## src/rtl/tensor_core_pkg.sv

```systemverilog
// Shared types and width helpers for the token encoder slice.
// Latency: n/a (types, constants and constant functions only).
// Backpressure: n/a.
package tensor_core_pkg;

    // Encoder control states.
    typedef enum logic [2:0] {
        TE_IDLE = 3'd0,
        TE_RD   = 3'd1,
        TE_CMP  = 3'd2,
        TE_NEXT = 3'd3,
        TE_EMIT = 3'd4,
        TE_DONE = 3'd5
    } token_encoder_state_e;

    // Default geometry of the encoder.
    localparam int TE_DATA_WIDTH_DEF    = 8;
    localparam int TE_IN_ADDR_WIDTH_DEF = 4;
    localparam int TE_NUM_ENTRIES_DEF   = 16;
    localparam int TE_MAX_TOK_LEN_DEF   = 4;
    localparam int TE_CODE_WIDTH_DEF    = 8;

    // The unknown-byte code defaults to every bit set, whatever the code width.
    localparam logic TE_UNK_FILL = 1'b1;

    // Entry-index width (EW).
    function automatic int te_ew(input int num_entries);
        return $clog2(num_entries);
    endfunction

    // Byte-offset-within-entry width (OW).
    function automatic int te_ow(input int max_tok_len);
        return $clog2(max_tok_len);
    endfunction

endpackage

```

## src/rtl/token_matcher.sv

```systemverilog
// Per-entry byte comparator: owns the offset counter and classifies one byte pair.
// Latency: classification is combinational; offset updates on the next clock edge.
// Backpressure: none; the caller decides when to clear or advance the offset.
module token_matcher
    import tensor_core_pkg::*;
#(
    parameter int DATA_WIDTH  = TE_DATA_WIDTH_DEF,
    parameter int MAX_TOK_LEN = TE_MAX_TOK_LEN_DEF
) (
    input  logic                                clk,
    input  logic                                rst_n,
    input  logic                                off_clr_i,
    input  logic                                off_inc_i,
    input  logic                                first_entry_i,
    input  logic [DATA_WIDTH-1:0]               in_byte_i,
    input  logic [DATA_WIDTH-1:0]               voc_byte_i,
    output logic [te_ow(MAX_TOK_LEN)-1:0]       off_o,
    output logic                                match_o,
    output logic [te_ow(MAX_TOK_LEN):0]         len_o,
    output logic                                cont_o,
    output logic                                end_o
);

    localparam int OW = te_ow(MAX_TOK_LEN);

    logic [OW-1:0] off_q, off_d;
    logic          voc_zero;
    logic          bytes_eq;
    logic          off_zero;
    logic          off_last;

    // Offset counter next state: clear wins over advance.
    always_comb begin
        off_d = off_q;
        if (off_clr_i) begin
            off_d = '0;
        end else if (off_inc_i) begin
            off_d = off_q + OW'(1);
        end
    end

    // Offset counter register.
    always_ff @(posedge clk or negedge rst_n) begin
        if (!rst_n) begin
            off_q <= '0;
        end else begin
            off_q <= off_d;
        end
    end

    // Classify the current byte pair; a zero vocab byte terminates the entry.
    always_comb begin
        voc_zero = (voc_byte_i == '0);
        bytes_eq = (in_byte_i == voc_byte_i);
        off_zero = (off_q == '0);
        off_last = (off_q == OW'(MAX_TOK_LEN - 1));
        off_o    = off_q;
        end_o    = first_entry_i && off_zero && (in_byte_i == '0);
        match_o  = (voc_zero && !off_zero) || (bytes_eq && !voc_zero && off_last);
        cont_o   = bytes_eq && !voc_zero && !off_last;
        len_o    = voc_zero ? {1'b0, off_q} : (OW + 1)'(MAX_TOK_LEN);
    end

endmodule

```

## src/rtl/token_encoder.sv

```systemverilog
// Tokenises a zero-terminated input string against a vocabulary SRAM, one code per token.
// Latency: 2 cycles per byte compare, 1 per skipped entry, code one cycle after the deciding step.
// Backpressure: code_valid/code_data hold stable until code_ready; no scanning while stalled.
// Build option: TOKEN_ENCODER_LONGEST_MATCH_EN selects longest-match instead of first-match.
module token_encoder
    import tensor_core_pkg::*;
#(
    parameter int DATA_WIDTH    = TE_DATA_WIDTH_DEF,
    parameter int IN_ADDR_WIDTH = TE_IN_ADDR_WIDTH_DEF,
    parameter int NUM_ENTRIES   = TE_NUM_ENTRIES_DEF,
    parameter int MAX_TOK_LEN   = TE_MAX_TOK_LEN_DEF,
    parameter int CODE_WIDTH    = TE_CODE_WIDTH_DEF,
    parameter logic [CODE_WIDTH-1:0] UNK_CODE = {CODE_WIDTH{TE_UNK_FILL}}
) (
    input  logic                                               clk,
    input  logic                                               rst_n,
    input  logic                                               cs,
    output logic [IN_ADDR_WIDTH-1:0]                           in_addr,
    input  logic [DATA_WIDTH-1:0]                              in_data,
    output logic [te_ew(NUM_ENTRIES)+te_ow(MAX_TOK_LEN)-1:0]   voc_addr,
    input  logic [DATA_WIDTH-1:0]                              voc_data,
    output logic                                               code_valid,
    output logic [CODE_WIDTH-1:0]                              code_data,
    input  logic                                               code_ready,
    output logic                                               busy,
    output logic                                               done,
    output logic [IN_ADDR_WIDTH:0]                             code_count
);

    localparam int EW    = te_ew(NUM_ENTRIES);
    localparam int OW    = te_ow(MAX_TOK_LEN);
    localparam int AW    = IN_ADDR_WIDTH;
    localparam int DEPTH = 2 ** AW;

    token_encoder_state_e state_q, state_d;

    // pos is one bit wider than the input address so it can reach DEPTH without wrapping.
    logic [AW:0]   pos_q, pos_d;
    logic [EW-1:0] entry_q, entry_d;
    logic [OW:0]   best_len_q, best_len_d;
    logic [EW-1:0] best_idx_q, best_idx_d;
    logic          best_unk_q, best_unk_d;
    logic [AW:0]   count_q, count_d;

    logic          off_clr;
    logic          off_inc;
    logic [OW-1:0] off;
    logic          m_match;
    logic [OW:0]   m_len;
    logic          m_cont;
    logic          m_end;

    logic [AW+1:0]         rd_addr;
    logic                  past_end;
    logic [DATA_WIDTH-1:0] in_byte;
    logic [AW+1:0]         end_sum;
    logic                  pos_limit;

    // Read address, end-of-buffer masking and post-token position.
    always_comb begin
        rd_addr   = {1'b0, pos_q} + (AW + 2)'(off);
        past_end  = |rd_addr[AW+1:AW];
        in_byte   = past_end ? '0 : in_data;
        end_sum   = {1'b0, pos_q} + (AW + 2)'(best_len_q);
        pos_limit = (end_sum >= (AW + 2)'(DEPTH));
    end

    token_matcher #(
        .DATA_WIDTH  (DATA_WIDTH),
        .MAX_TOK_LEN (MAX_TOK_LEN)
    ) u_matcher (
        .clk           (clk),
        .rst_n         (rst_n),
        .off_clr_i     (off_clr),
        .off_inc_i     (off_inc),
        .first_entry_i (entry_q == '0),
        .in_byte_i     (in_byte),
        .voc_byte_i    (voc_data),
        .off_o         (off),
        .match_o       (m_match),
        .len_o         (m_len),
        .cont_o        (m_cont),
        .end_o         (m_end)
    );

    // State register.
    always_ff @(posedge clk or negedge rst_n) begin
        if (!rst_n) begin
            state_q <= TE_IDLE;
        end else begin
            state_q <= state_d;
        end
    end

    // Next state plus the datapath updates each transition implies.
    always_comb begin
        state_d    = state_q;
        pos_d      = pos_q;
        entry_d    = entry_q;
        best_len_d = best_len_q;
        best_idx_d = best_idx_q;
        best_unk_d = best_unk_q;
        count_d    = count_q;
        off_clr    = 1'b0;
        off_inc    = 1'b0;
        case (state_q)
            TE_IDLE, TE_DONE: begin
                if (cs) begin
                    pos_d      = '0;
                    entry_d    = '0;
                    best_len_d = '0;
                    best_idx_d = '0;
                    best_unk_d = 1'b0;
                    count_d    = '0;
                    off_clr    = 1'b1;
                    state_d    = TE_RD;
                end
            end
            TE_RD: begin
                state_d = TE_CMP;
            end
            TE_CMP: begin
                if (m_end) begin
                    state_d = TE_DONE;
                end else if (m_match) begin
`ifdef TOKEN_ENCODER_LONGEST_MATCH_EN
                    // Strictly longer only, so ties keep the lowest entry index.
                    if (m_len > best_len_q) begin
                        best_idx_d = entry_q;
                        best_len_d = m_len;
                    end
                    state_d = TE_NEXT;
`else
                    best_idx_d = entry_q;
                    best_len_d = m_len;
                    state_d    = TE_EMIT;
`endif
                end else if (m_cont) begin
                    off_inc = 1'b1;
                    state_d = TE_RD;
                end else begin
                    state_d = TE_NEXT;
                end
            end
            TE_NEXT: begin
                off_clr = 1'b1;
                entry_d = entry_q + EW'(1);
                if (entry_q == EW'(NUM_ENTRIES - 1)) begin
                    // Nothing matched: consume a single byte as unknown.
                    if (best_len_q == '0) begin
                        best_unk_d = 1'b1;
                        best_len_d = (OW + 1)'(1);
                    end
                    state_d = TE_EMIT;
                end else begin
                    state_d = TE_RD;
                end
            end
            TE_EMIT: begin
                if (code_ready) begin
                    pos_d      = end_sum[AW:0];
                    count_d    = count_q + (AW + 1)'(1);
                    entry_d    = '0;
                    best_len_d = '0;
                    best_idx_d = '0;
                    best_unk_d = 1'b0;
                    off_clr    = 1'b1;
                    state_d    = pos_limit ? TE_DONE : TE_RD;
                end
            end
            default: begin
                state_d = TE_IDLE;
            end
        endcase
    end

    // Datapath registers.
    always_ff @(posedge clk or negedge rst_n) begin
        if (!rst_n) begin
            pos_q      <= '0;
            entry_q    <= '0;
            best_len_q <= '0;
            best_idx_q <= '0;
            best_unk_q <= 1'b0;
            count_q    <= '0;
        end else begin
            pos_q      <= pos_d;
            entry_q    <= entry_d;
            best_len_q <= best_len_d;
            best_idx_q <= best_idx_d;
            best_unk_q <= best_unk_d;
            count_q    <= count_d;
        end
    end

    // Outputs decoded from registered state; code_data is zero when not valid.
    always_comb begin
        in_addr    = rd_addr[AW-1:0];
        voc_addr   = {entry_q, off};
        code_valid = (state_q == TE_EMIT);
        code_data  = '0;
        if (state_q == TE_EMIT) begin
            code_data = best_unk_q ? UNK_CODE : CODE_WIDTH'(best_idx_q);
        end
        busy       = (state_q == TE_RD) || (state_q == TE_CMP) ||
                     (state_q == TE_NEXT) || (state_q == TE_EMIT);
        done       = (state_q == TE_DONE);
        code_count = count_q;
    end

endmodule

```

## config.mk

```make
export PLATFORM = sky130hd
export DESIGN_NAME = token_encoder
export DESIGN_NICKNAME = d
export VERILOG_FILES = /design/src/rtl/tensor_core_pkg.sv /design/src/rtl/token_matcher.sv /design/src/rtl/token_encoder.sv
export SDC_FILE = /design/constraint.sdc
export NUM_CORES = 1
export LEC_CHECK = 0
export BUFFER_PORTS_ARGS = -buffer_cell sky130_fd_sc_hd__buf_4
export CORE_ASPECT_RATIO = 0.7
export CORE_UTILIZATION = 54
export CTS_CLUSTER_SIZE = 10
export DETAILED_ROUTE_END_ITERATION = 7
export PLACE_DENSITY = 0.8
export SYNTH_ARGS = -nofsm -noshare
export SYNTH_HDL_FRONTEND = slang
export SYNTH_SLANG_ARGS = --single-unit
```

## constraint.sdc

```tcl
create_clock -name clk -period 4.5 [get_ports clk]
set_clock_uncertainty 0.1 [all_clocks]
set_input_delay 0.45 -clock clk [delete_from_list [all_inputs] [get_ports clk]]
set_output_delay 0.45 -clock clk [all_outputs]
set_load 0.05 [all_outputs]
```

== Yosys cells after proc, flatten, opt, wreduce, memory -nomap -nowiden ==
Index checks and enable logic that the tools add are counted.

* Magnitude comparators: 1
* $add $sub $neg: 5
* Eq/ne operators: 14
* Reduce and logical (&&, ||, !) cells: 32
* Muxes and demuxes: 44

{| class="wikitable"
|+ Operators with widths
! kind !! count
|-
| 3-bit 2-to-1 mux || 13
|-
| 8-bit 2-to-1 mux || 3
|-
| 4-bit case mux with 3 select lines || 2
|-
| 5-bit case mux with 2 select lines || 2
|-
| 8-bit zero test || 2
|-
| 4-bit 2-to-1 mux || 4
|-
| 5-bit 2-to-1 mux || 3
|-
| 3-bit case mux with 5 select lines || 1
|-
| 3-bit case mux with 4 select lines || 1
|-
| 1-bit 2-to-1 mux || 10
|-
| 2-bit != test (second input constant) || 5
|-
| 5-bit AND reduction || 2
|-
| 8-bit equality test || 1
|-
| 7-bit AND reduction || 1
|-
| 5-bit by 2-bit adder with 6-bit output || 1
|-
| 5-bit by 3-bit adder with 6-bit output || 1
|-
| 3-bit by 2-bit equality test with 1-bit output (second input constant) || 2
|-
| 3-bit equality test (second input constant) || 2
|-
| 6-bit by 5-bit >= comparator with 1-bit output (second input constant) || 1
|-
| 1-bit logical AND || 6
|-
| 3-bit zero test || 2
|-
| 2-bit 2-to-1 mux || 3
|-
| 1-bit case mux with 3 select lines || 2
|-
| 3-bit AND reduction || 2
|-
| other kinds (16) || 24
|}

* Register bits: 27
* Output and inout bits: 26
* Input port bits: 20

== Depth between registers and ports, before layout ==
Gate-level depths: netlist of run 1.

* Word-level depth: 12
* Depth in mapped cells: 10

== Cells and area by module ==
A second synthesis of run 1 with hierarchy kept.

* Cell total of the unflattened synthesis: 226
* Area, all modules: 1961.9 um2

{| class="wikitable"
|+ By module, submodules not included
! module !! area each (um2) !! instances !! cells an instance
|-
| token_encoder || 1686.6 || 1 || 194
|-
| token_matcher || 275.3 || 1 || 32
|}

== Least setup slack after synthesis of run 1 ==
OpenSTA, ideal clock, no wires.

* Kind: reg2reg
* From: register u_matcher.off_q[0], in the netlist u_matcher.off_o[0]
* To: register best_len_q[0]
* Path buffers: 0
* Slack: 992 ps
* Required time: 4275 ps
* Setup time: 125 ps
* Clock period less this slack: 3508 ps
* Arrival time: 3283 ps
* Cell stages (with the launch flop): 11
* Path through: dfrtp_1 -> ha_1 -> inv_1 -> fa_1 -> nand3b_2 -> or3_4 -> and3_1 -> o32ai_1 -> nor4_2 -> o31ai_1 -> mux2_2

* Cells in the longest elaborated chain, start to end: 9

{| class="wikitable"
|+ Ends and longest elaborated chain
! what !! line !! RTL
|-
| start: declaration || token_matcher.sv:26 || <nowiki>logic [OW-1:0] off_q, off_d;</nowiki>
|-
| start signal: assignment || token_matcher.sv:45 || <nowiki>off_q <= '0;</nowiki>
|-
| start signal: assignment || token_matcher.sv:47 || <nowiki>off_q <= off_d;</nowiki>
|-
| 5-bit by 2-bit adder with 6-bit output || token_encoder.sv:61 || <nowiki>rd_addr = {1'b0, pos_q} + (AW + 2)'(off);</nowiki>
|-
| 2-bit OR reduction || token_encoder.sv:62 || <nowiki>past_end = |rd_addr[AW+1:AW];</nowiki>
|-
| 8-bit 2-to-1 mux || token_encoder.sv:63 || <nowiki>in_byte = past_end ? '0 : in_data;</nowiki>
|-
| 8-bit equality test || token_matcher.sv:54 || <nowiki>bytes_eq = (in_byte_i == voc_byte_i);</nowiki>
|-
| 1-bit logical AND (2 in series) || token_matcher.sv:59 || <nowiki>match_o = (voc_zero && !off_zero) || (bytes_eq && !voc_zero && off_last);</nowiki>
|-
| 1-bit logical OR || token_matcher.sv:59 ||
|-
| 2-bit != test (no line) || - ||
|-
| 7-bit AND reduction (no line) || - ||
|-
| end signal: assignment || token_encoder.sv:189 || <nowiki>best_len_q <= best_len_d;</nowiki>
|-
| end: declaration || token_encoder.sv:40 || <nowiki>logic [OW:0] best_len_q, best_len_d;</nowiki>
|}

Parallel ways exist; a longest one is shown, timed or not. The select of a mux whose other input is x is not followed.
A chain may end at the register's enable or synchronous reset.

== Final worst setup path of run 1 ==
Ends and elaborated chain as after synthesis.

==> metrics, run 1 <==
Post-layout nets 318; ant diodes 0; CP Cell Sequence ha_1 -> inv_1 -> fa_1 -> nand3b_2 -> or3_4 -> and3_1 -> o32ai_1 -> nor4_2 -> o31ai_1 -> mux2_2; Slew Limit Fails 0; Routed Antenna Nets 0; EDFF count, synth 0; DIE WIDTH 75.7 um; layout cells sized above 1 0.200; Area Overhead vs Synth 19.7%; critical path capture point type flip-flop; final hold vios 0; I/O pins 46; worst setup path endpoint best_len_q[0]; Skew-Pair Late Insertion Delay 0.28 ns; Post-Syn Area 2050 um^2; sequential area share after synthesis 0.329; top_reg_cell synth dfrtp_1; Crit Path Class flip-flop to flip-flop; Overall Global Routing Usage 0.279; Non-Filler Instances 335; r2r startpoint u_matcher.off_o[0]; initial antenna violation count 0; Row Count 18; worst vdd ir 0.000305 V; Worst-Margin Slew 0.653 ns; Synth cell types 53; FF-to-FF path depth 10; vias 1988; proportion of synthesized area in mux cells 0.0201; H-Tree Depth 1; Placer Congestion 0.889; Die Area 4060 um^2; clock sinks 27; Post-CTS Setup Inserts 0; leading cell types in the layout, fill and taps excluded 45 x buf_4, 27 x nor2_1, 27 x dfrtp_1; YS warnings 0; clock tree buffer depth 2; Syn Nets 278; # DRC 0; drt pass-1 iters 4; Core Area 3580 um^2; clock root buffer clkbuf_8; XOR/XNOR Fraction of Synth Area 0.0341; Finished Cell Area 2460 um^2; total negative setup slack 0 ns; WL/cell 15.2 um; highest-delay cell along the critical path dfrtp_1; final worst path period need 3.48 ns; Hold/Removal Path Class input pin to flip-flop; DIE HEIGHT 53.6 um; Simple-Gate Fraction of Synth Area 0.260; final WL 5080 um; first-pass GRT wire length 8470 um; Slew HR 0.564; Placed Instance Area 2400 um^2; Post-Syn Area per Cell 8.35 um^2; post-CTS sizing 0; status complete, no violations; Top delay family on crit path simple AND/OR/NAND/NOR gates; GRT overflow 0; Peak Freq 0.287 GHz; CTS tree yes; stages on the worst setup path 10; Clock Pin Slew Worst Setup and Hold Paths 0.10 ns; PwrDens 312 nW/um^2; CP Data Required Time 4.57 ns; largest family of logic cells by synthesized area simple AND/OR/NAND/NOR gates; Num CTS Buffers 3; Synth Area in Adders 0.0804; DP HPWL 3890 um; Iter 0 DRT Violations 131; vias in the first global route 1813; crit start category flip-flop; Via density 5.93; Max Cap Violations 0; worst hold stages 3; Initial Utilization 0.574; placed cell count 330; Gate Count Post-Synth 246; Crit path buffers/inverters 1; RSZ-0062 raised after global routing no; Async SR Flop Fraction 1.00; Setup violations, final 0; flops & latches, synth 27; Port Buffers 45; Crit. Startpoint u_matcher.off_o[0]; slowest stage delay, CP 0.46 ns; commonest non-fill, non-tap cell in the layout buf_4; crit share post-route 0.774; leak pwr 1.17 nW; R2R Setup Slk 1.02 ns; pin count of the biggest net entering global routing 28; crit-path max FO 6; Critical Path AT 3.56 ns; post-synthesis compound-gate area fraction 0.225; RR Endpoint best_len_q[0]
-- synth_stat cells, drive strengths merged (2+ instances only) --
| master | count | area (um^2) |
|---|---|---|
| nand3b | 2 | 18.8 |
| a22o | 4 | 35.0 |
| nor2b | 2 | 12.5 |
| o211ai | 5 | 42.5 |
| and3 | 3 | 18.8 |
| a32o | 3 | 30.0 |
| nor4 | 5 | 37.5 |
| ha | 10 | 125 |
| xnor2 | 8 | 70.1 |
| buf | 5 | 31.3 |
| a22oi | 3 | 22.5 |
| a21oi | 11 | 58.8 |
| or3 | 4 | 30.0 |
| inv | 14 | 52.6 |
| nor4bb | 2 | 20.0 |
| a211oi | 2 | 15.0 |
| fa | 2 | 40.0 |
| a31oi | 6 | 37.5 |
| nor3 | 5 | 25.0 |
| nand2 | 24 | 90.1 |
| o31ai | 6 | 45.0 |
| o221ai | 2 | 17.5 |
| o21ai | 17 | 85.1 |
| a21o | 3 | 22.5 |
| and2 | 8 | 50.1 |
| clkbuf | 6 | 22.5 |
| nand3 | 9 | 45.0 |
| dfrtp | 27 | 676 |
| nand2b | 4 | 25.0 |
| nor2 | 27 | 101 |
| mux2i | 3 | 30.0 |
-- what timing repair did --
action | 4_1_cts | 5_1_grt
endpoints found under the setup margin | 0 | 0
hold buffers | 1 | 0
endpoints found under the hold margin | 27 | 0
-- worst min-delay path: stages --
cell,delay (ns)
buf_4,0.14
nand2_1,0.09
o21ai_0,0.07
-- worst min path at each step --
stage                     from            end  slack (ns)
floorplan                rst_n  best_idx_q[0]        0.05
global placement         rst_n       pos_q[1]        0.28
detailed placement       rst_n       pos_q[1]        0.28
CTS                 code_ready  code_count[0]        0.39
global route        code_ready       pos_q[3]        0.41
finish              code_ready  code_count[0]        0.41
-- cells by family (layout without fill, tap and decap cells) --
group                    Yosys count  in the layout
buffers and inverters             25             64
adder cells (fa/ha/maj)           12             12
multiplexers                       4              4
flip-flops                        27             27
XOR/XNOR                           8              8
AO/OA/AOI/OAI                     68             68
AND/OR/NAND/NOR                  102            102
-- sequential cells by signal, indices dropped and copies added, names as in the netlist --
register / cells
state_q: 3
best_unk_q: 1
pos_q: 5
entry_q: 4
code_count: 5
best_len_q: 3
best_idx_q: 4
u_matcher.off_o: 2
-- through the flow --
stage	utilization	setup slack (ns)	hold slack [ns]	total power (W)
floorplan	-	0.992	0.0544	0.000531
global placement	0.671	1.16	0.280	0.000620
detailed placement	0.671	1.07	0.283	0.000625
CTS	0.687	1.05	0.391	0.000769
global route	0.687	0.833	0.406	0.000820
finish	0.687	1.02	0.410	0.000766
-- power breakdown --
group          internal [W]  switching, W
Clock             0.0000630     0.0000780
Combinational      0.000114      0.000201
Sequential         0.000266     0.0000445
Total              0.000443      0.000324
-- metal layers --
| metal | up-vias | track usage | part of all wire |
|---|---|---|---|
| met5 | - | 0 | 0 |
| met4 | 0 | 0.0401 | 0.0061 |
| li1 | 971 | - | - |
| met1 | 926 | 0.430 | 0.51 |
| met3 | 6 | 0.0618 | 0.075 |
| met2 | 85 | 0.405 | 0.41 |
-- cell type report --
| class | instances | area (um^2) |
|---|---|---|
| inverters | 14 | 52.6 |
| fillers | 295 | 1120 |
| flip-flops and latches | 27 | 676 |
| multi-input cells | 194 | 1270 |
| well taps | 50 | 62.6 |
| repair buffers | 46 | 348 |
| clock inverters | 1 | 7.51 |
| clock buffers | 3 | 41.3 |
Power figures use the tool's default switching activity.
==> run 2, diff against run 1 <==
--- a/config.mk
+++ b/config.mk
@@ -7,10 +7,10 @@
 export LEC_CHECK = 0
 export BUFFER_PORTS_ARGS = -buffer_cell sky130_fd_sc_hd__buf_4
 export CORE_ASPECT_RATIO = 0.7
-export CORE_UTILIZATION = 54
+export CORE_UTILIZATION = 49
 export CTS_CLUSTER_SIZE = 10
 export DETAILED_ROUTE_END_ITERATION = 7
-export PLACE_DENSITY = 0.8
+export PLACE_DENSITY = 0.76
 export SYNTH_ARGS = -nofsm -noshare
 export SYNTH_HDL_FRONTEND = slang
 export SYNTH_SLANG_ARGS = --single-unit
==> constraint.sdc (replaced) <==
create_clock -name clk -period 2.8 [get_ports clk]
set_clock_uncertainty 0.1 [all_clocks]
set_input_delay 0.28 -clock clk [delete_from_list [all_inputs] [get_ports clk]]
set_output_delay 0.28 -clock clk [all_outputs]
set_load 0.05 [all_outputs]
==> metrics, run 2 (same netlist as run 1, synthesis figures left out) <==
highest-delay cell along the critical path or4_4; metal2 WL 2320 um; crit share post-route 1.06; Row Count 19; Iter 0 DRT Violations 93; crit start category flip-flop; drt pass-1 iters 4; Fin Hold WS 0.230 ns; Die Area 4460 um^2; initial antenna violation count 0; total power draw 0.00127 W; clock tree buffer depth 2; clock root buffer clkbuf_8; failing checks setup timing; Finished Cell Area 2670 um^2; first-pass GRT wire length 9230 um; Setup violations, final 11; Clock Pin Slew Worst Setup and Hold Paths 0.10 ns; crit-path max FO 6; Top delay family on crit path simple AND/OR/NAND/NOR gates; Port Buffers 45; Max Cap Violations 0; CTS tree yes; Non-Filler Instances 357; RSZ-0062 raised after global routing yes; Worst-Margin Slew 0.649 ns; total negative setup slack -1.11 ns; Crit Path Class flip-flop to flip-flop; # DRC 0; Num CTS Buffers 3; length of routed met3 wiring 470 um; Placed Instance Area 2570 um^2; Overall Global Routing Usage 0.269; Hold/Removal Path Class input pin to flip-flop; PwrDens 476 nW/um^2; leading cell types in the layout, fill and taps excluded 65 x buf_4, 27 x nor2_1, 25 x dfrtp_1; ant diodes 0; Critical Path AT 3.08 ns; top layer in use met4; Crit path buffers/inverters 1; final hold vios 0; Peak Freq 0.336 GHz; Area Overhead vs Synth 29.8%; vias in the first global route 1872; CP Data Required Time 2.90 ns; Core Area 3970 um^2; CP Cell Sequence ha_4 -> inv_2 -> fa_2 -> nand3b_4 -> or3_4 -> a21oi_2 -> o211ai_2 -> or4_4 -> or3_1 -> a21boi_1; Routed Antenna Nets 0; layout cells sized above 1 0.282; status finished, violations left; GRT overflow 0; slowest stage delay, CP 0.56 ns; Slew HR 0.566; I/O pins 46; stages on the worst setup path 10; Slew Limit Fails 0; critical path capture point type flip-flop; worst hold stages 3; final worst path period need 2.98 ns; M1 WL 2680 um; DIE HEIGHT 56.2 um; WL/cell 15.4 um; pin count of the biggest net entering global routing 28; leak pwr 1.27 nW; final worst slack -0.178 ns; Post-layout nets 338; H-Tree Depth 1; vias 2081; final WL 5500 um; DP HPWL 4250 um; commonest non-fill, non-tap cell in the layout buf_4; Placer Congestion 0.937; Via density 5.83; FF-to-FF path depth 10; DIE WIDTH 79.4 um; placed cell count 350; Initial Utilization 0.517; worst vdd ir 0.000550 V; clock sinks 27; Skew-Pair Late Insertion Delay 0.28 ns
==> run 2: path summary, 6_finish.rpt <==
check,from,endpoint,slack [ns]
max in group asynchronous,rst_n,u_matcher.off_o[0],1.97
max reg2reg,pos_q[0],u_matcher.off_o[0],-0.18
min,code_ready,pos_q[3],0.23
min in group asynchronous,rst_n,pos_q[4],0.34
max,pos_q[0],u_matcher.off_o[0],-0.18
min reg2reg,best_idx_q[1],best_idx_q[1],0.43
==> run 2: timing repair <==
| item | CTS | global route |
|---|---|---|
| gates resized for setup | 2 | 2 |
| gates cloned | 0 | 0 |
| endpoints found under the setup margin | 10 | 12 |
| endpoints found under the hold margin | 27 | 0 |
| setup buffers | 1 | 1 |
| pin swaps | 5 | 1 |
| hold buffers | 1 | 0 |
==> run 2: power breakdown <==
part	internal [W]	leakage [nW]	switching (W)
clock	0.000102	0.0228	0.000129
sequential	0.000427	0.366	0.0000784
combinational	0.000200	0.886	0.000334
total	0.000729	1.27	0.000541
==> run 2: worst register-to-register path, cell delays in order (launching register included) <==
cell and delay [ns]:
dfrtp_1 0.41, ha_4 0.15, inv_2 0.03, fa_2 0.34, nand3b_4 0.17, or3_4 0.38, a21oi_2 0.15, o211ai_2 0.10
or4_4 0.56, or3_1 0.38, a21boi_1 0.14
==> run 2: layout make-up <==
cell class / instances / area [um^2]
clock buffer: 4 / 45.0
multi-input combinational: 194 / 1330
tap: 52 / 65.1
timing repair buffer: 66 / 498
sequential: 27 / 678
inverter: 14 / 52.6
fill: 318 / 1300
==> run 2: layer usage <==
metal	global-route usage	vias up
met4	0.0468	0
met2	0.397	83
met3	0.0689	4
met5	0	-
met1	0.400	985
li1	-	1009
==> run 2: through the flow <==
step / worst slack (ns) / util
2_1_floorplan: -0.308 / -
3_3_place_gp: -0.0969 / 0.649
3_5_place_dp: -0.185 / 0.649
4_1_cts: -0.171 / 0.667
5_1_grt: -0.271 / 0.672
6_report: -0.178 / 0.672
==> run 3, diff against run 2 <==
--- a/config.mk
+++ b/config.mk
@@ -5,12 +5,14 @@
 export SDC_FILE = /design/constraint.sdc
 export NUM_CORES = 1
 export LEC_CHECK = 0
+export ABC_CLOCK_PERIOD_IN_PS = 2800
 export BUFFER_PORTS_ARGS = -buffer_cell sky130_fd_sc_hd__buf_4
 export CORE_ASPECT_RATIO = 0.7
 export CORE_UTILIZATION = 49
 export CTS_CLUSTER_SIZE = 10
 export DETAILED_ROUTE_END_ITERATION = 7
 export PLACE_DENSITY = 0.76
+export RECOVER_POWER = 25
 export SYNTH_ARGS = -nofsm -noshare
 export SYNTH_HDL_FRONTEND = slang
 export SYNTH_SLANG_ARGS = --single-unit
==> metrics, run 3 (same netlist as run 1, synthesis figures left out) <==
Placer Congestion 0.937; Hold/Removal Path Class input pin to flip-flop; clock share of power 0.182; Slew Limit Fails 0; critical path capture point type flip-flop; PwrDens 477 nW/um^2; slowest stage delay, CP 0.56 ns; total negative setup slack -1.12 ns; commonest non-fill, non-tap cell in the layout buf_4; worst hold path startpoint code_ready; DIE WIDTH 79.4 um; DIE HEIGHT 56.2 um; Peak Freq 0.336 GHz; worst hold stages 3; Logic pwr share 0.420; drt pass-1 iters 4; status finished, violations left; clock sinks 27; CP Cell Sequence ha_4 -> inv_2 -> fa_2 -> nand3b_4 -> or3_4 -> a21oi_2 -> o211ai_2 -> or4_4 -> or3_1 -> a21boi_1; Port Buffers 45; first-pass GRT wire length 9230 um; DP HPWL 4250 um; Via density 5.81; GRT overflow 0; r2r startpoint pos_q[0]; Top delay family on crit path simple AND/OR/NAND/NOR gates; Setup violations, final 11; Critical Path AT 3.08 ns; ant diodes 0; leak pwr 1.27 nW; Row Count 19; Crit Path Class flip-flop to flip-flop; worst setup slack after placement -0.185 ns; Die Area 4460 um^2; Switching Share 0.427; crit start category flip-flop; vias 2075; placed cell count 350; Initial Utilization 0.517; Worst-Margin Slew 1.44 ns; failing checks setup timing; WL/cell 15.4 um; crit share post-route 1.06; Iter 0 DRT Violations 95; R2R Setup Slk -0.18 ns; Num CTS Buffers 3; final WL 5490 um; Clock Pin Slew Worst Setup and Hold Paths 0.10 ns; Post-layout nets 338; sequential power share 0.398; cell internal pwr 0.000728 W; clock root buffer clkbuf_8; final worst path period need 2.98 ns; Overall Global Routing Usage 0.269; fillcell total 318; layout cells sized above 1 0.279; RSZ-0062 raised after global routing yes; CTS tree yes; Core Area 3970 um^2; RR Endpoint u_matcher.off_o[0]; leading cell types in the layout, fill and taps excluded 64 x buf_4, 27 x nor2_1, 25 x dfrtp_1; final worst slack -0.179 ns; Sw Pwr 0.000542 W; highest-delay cell along the critical path or4_4; Skew-Pair Late Insertion Delay 0.28 ns; worst vdd ir 0.000550 V; Routed Antenna Nets 0; Max Cap Violations 0; Crit path buffers/inverters 1; final hold vios 0; vias in the first global route 1872; Slew HR 0.0372; crit-path max FO 6; pin count of the biggest net entering global routing 28; clock tree buffer depth 2; CP Data Required Time 2.90 ns; initial antenna violation count 0; Hold Crit Endpoint pos_q[3]; H-Tree Depth 1; I/O pins 46; FF-to-FF path depth 10; Area Overhead vs Synth 29.7%; Non-Filler Instances 357; # DRC 0
-- run 3: cell count changes in the layout (fill, tap and decap cells not counted) --
cell      before  now
buf_4         65   64
clkbuf_1       1    2
-- run 3: power groups by stage --
stage	logic (W)	clock network [W]	registers (W)
2_1_floorplan	0.000334	0	0.000520
3_3_place_gp	0.000499	0	0.000505
3_5_place_dp	0.000507	0	0.000508
4_1_cts	0.000524	0.000236	0.000503
5_1_grt	0.000581	0.000253	0.000515
6_report	0.000534	0.000231	0.000506
-- run 3: cell type report --
type	instances	area (um^2)	area share
Multi-Input combinational cell	194	1330	0.499
Sequential cell	27	678	0.255
Timing Repair Buffer	66	494	0.186
Tap cell	52	65.1	0.0244
Inverter	14	52.6	0.0197
Clock buffer	4	45.0	0.0169
-- run 3: stage by stage --
stage | power [W] | hold WS [ns] | instance area, um^2 | util
2_1_floorplan | 0.000855 | -0.116 | 2090 | -
3_3_place_gp | 0.00100 | 0.114 | 2570 | 0.649
3_5_place_dp | 0.00102 | 0.121 | 2570 | 0.649
4_1_cts | 0.00126 | 0.224 | 2650 | 0.667
5_1_grt | 0.00135 | 0.226 | 2660 | 0.671
6_report | 0.00127 | 0.229 | 2660 | 0.671
-- run 3: worst reg2reg max path, delay by kind of cell (launching register included) --
family	cells	cell delay, ns
buffers and inverters	1	0.03
flip-flops	1	0.41
adder cells (fa/ha/maj)	2	0.49
AO/OA/AOI/OAI	3	0.39
AND/OR/NAND/NOR	4	1.49
-- run 3: per-layer routing --
layer,track usage,share of wire
met1,0.400,0.50
met2,0.397,0.42
met3,0.0689,0.077
met4,0.0468,0.0049
met5,0,0
-- run 3: what timing repair did --
action / CTS / global route
resized for setup: 2 / 2
pin swaps: 5 / 1
hold buffers: 1 / 0
cloned: 0 / 0
buffers inserted: 1 / 1
endpoints found under the setup margin: 10 / 12
hold endpoints to repair: 27 / 0
-- run 3: worst max-delay path by stage --
stage / startpoint / end / slack (ns) / cells after the start
floorplan: u_matcher.off_o[0] / u_matcher.off_o[0] / -0.31 / 10
global placement: pos_q[0] / u_matcher.off_o[0] / -0.1 / 10
detailed placement: pos_q[0] / u_matcher.off_o[0] / -0.19 / 10
CTS: pos_q[0] / u_matcher.off_o[0] / -0.17 / 10
global route: pos_q[0] / u_matcher.off_o[0] / -0.27 / 10
finish: pos_q[0] / u_matcher.off_o[0] / -0.18 / 10
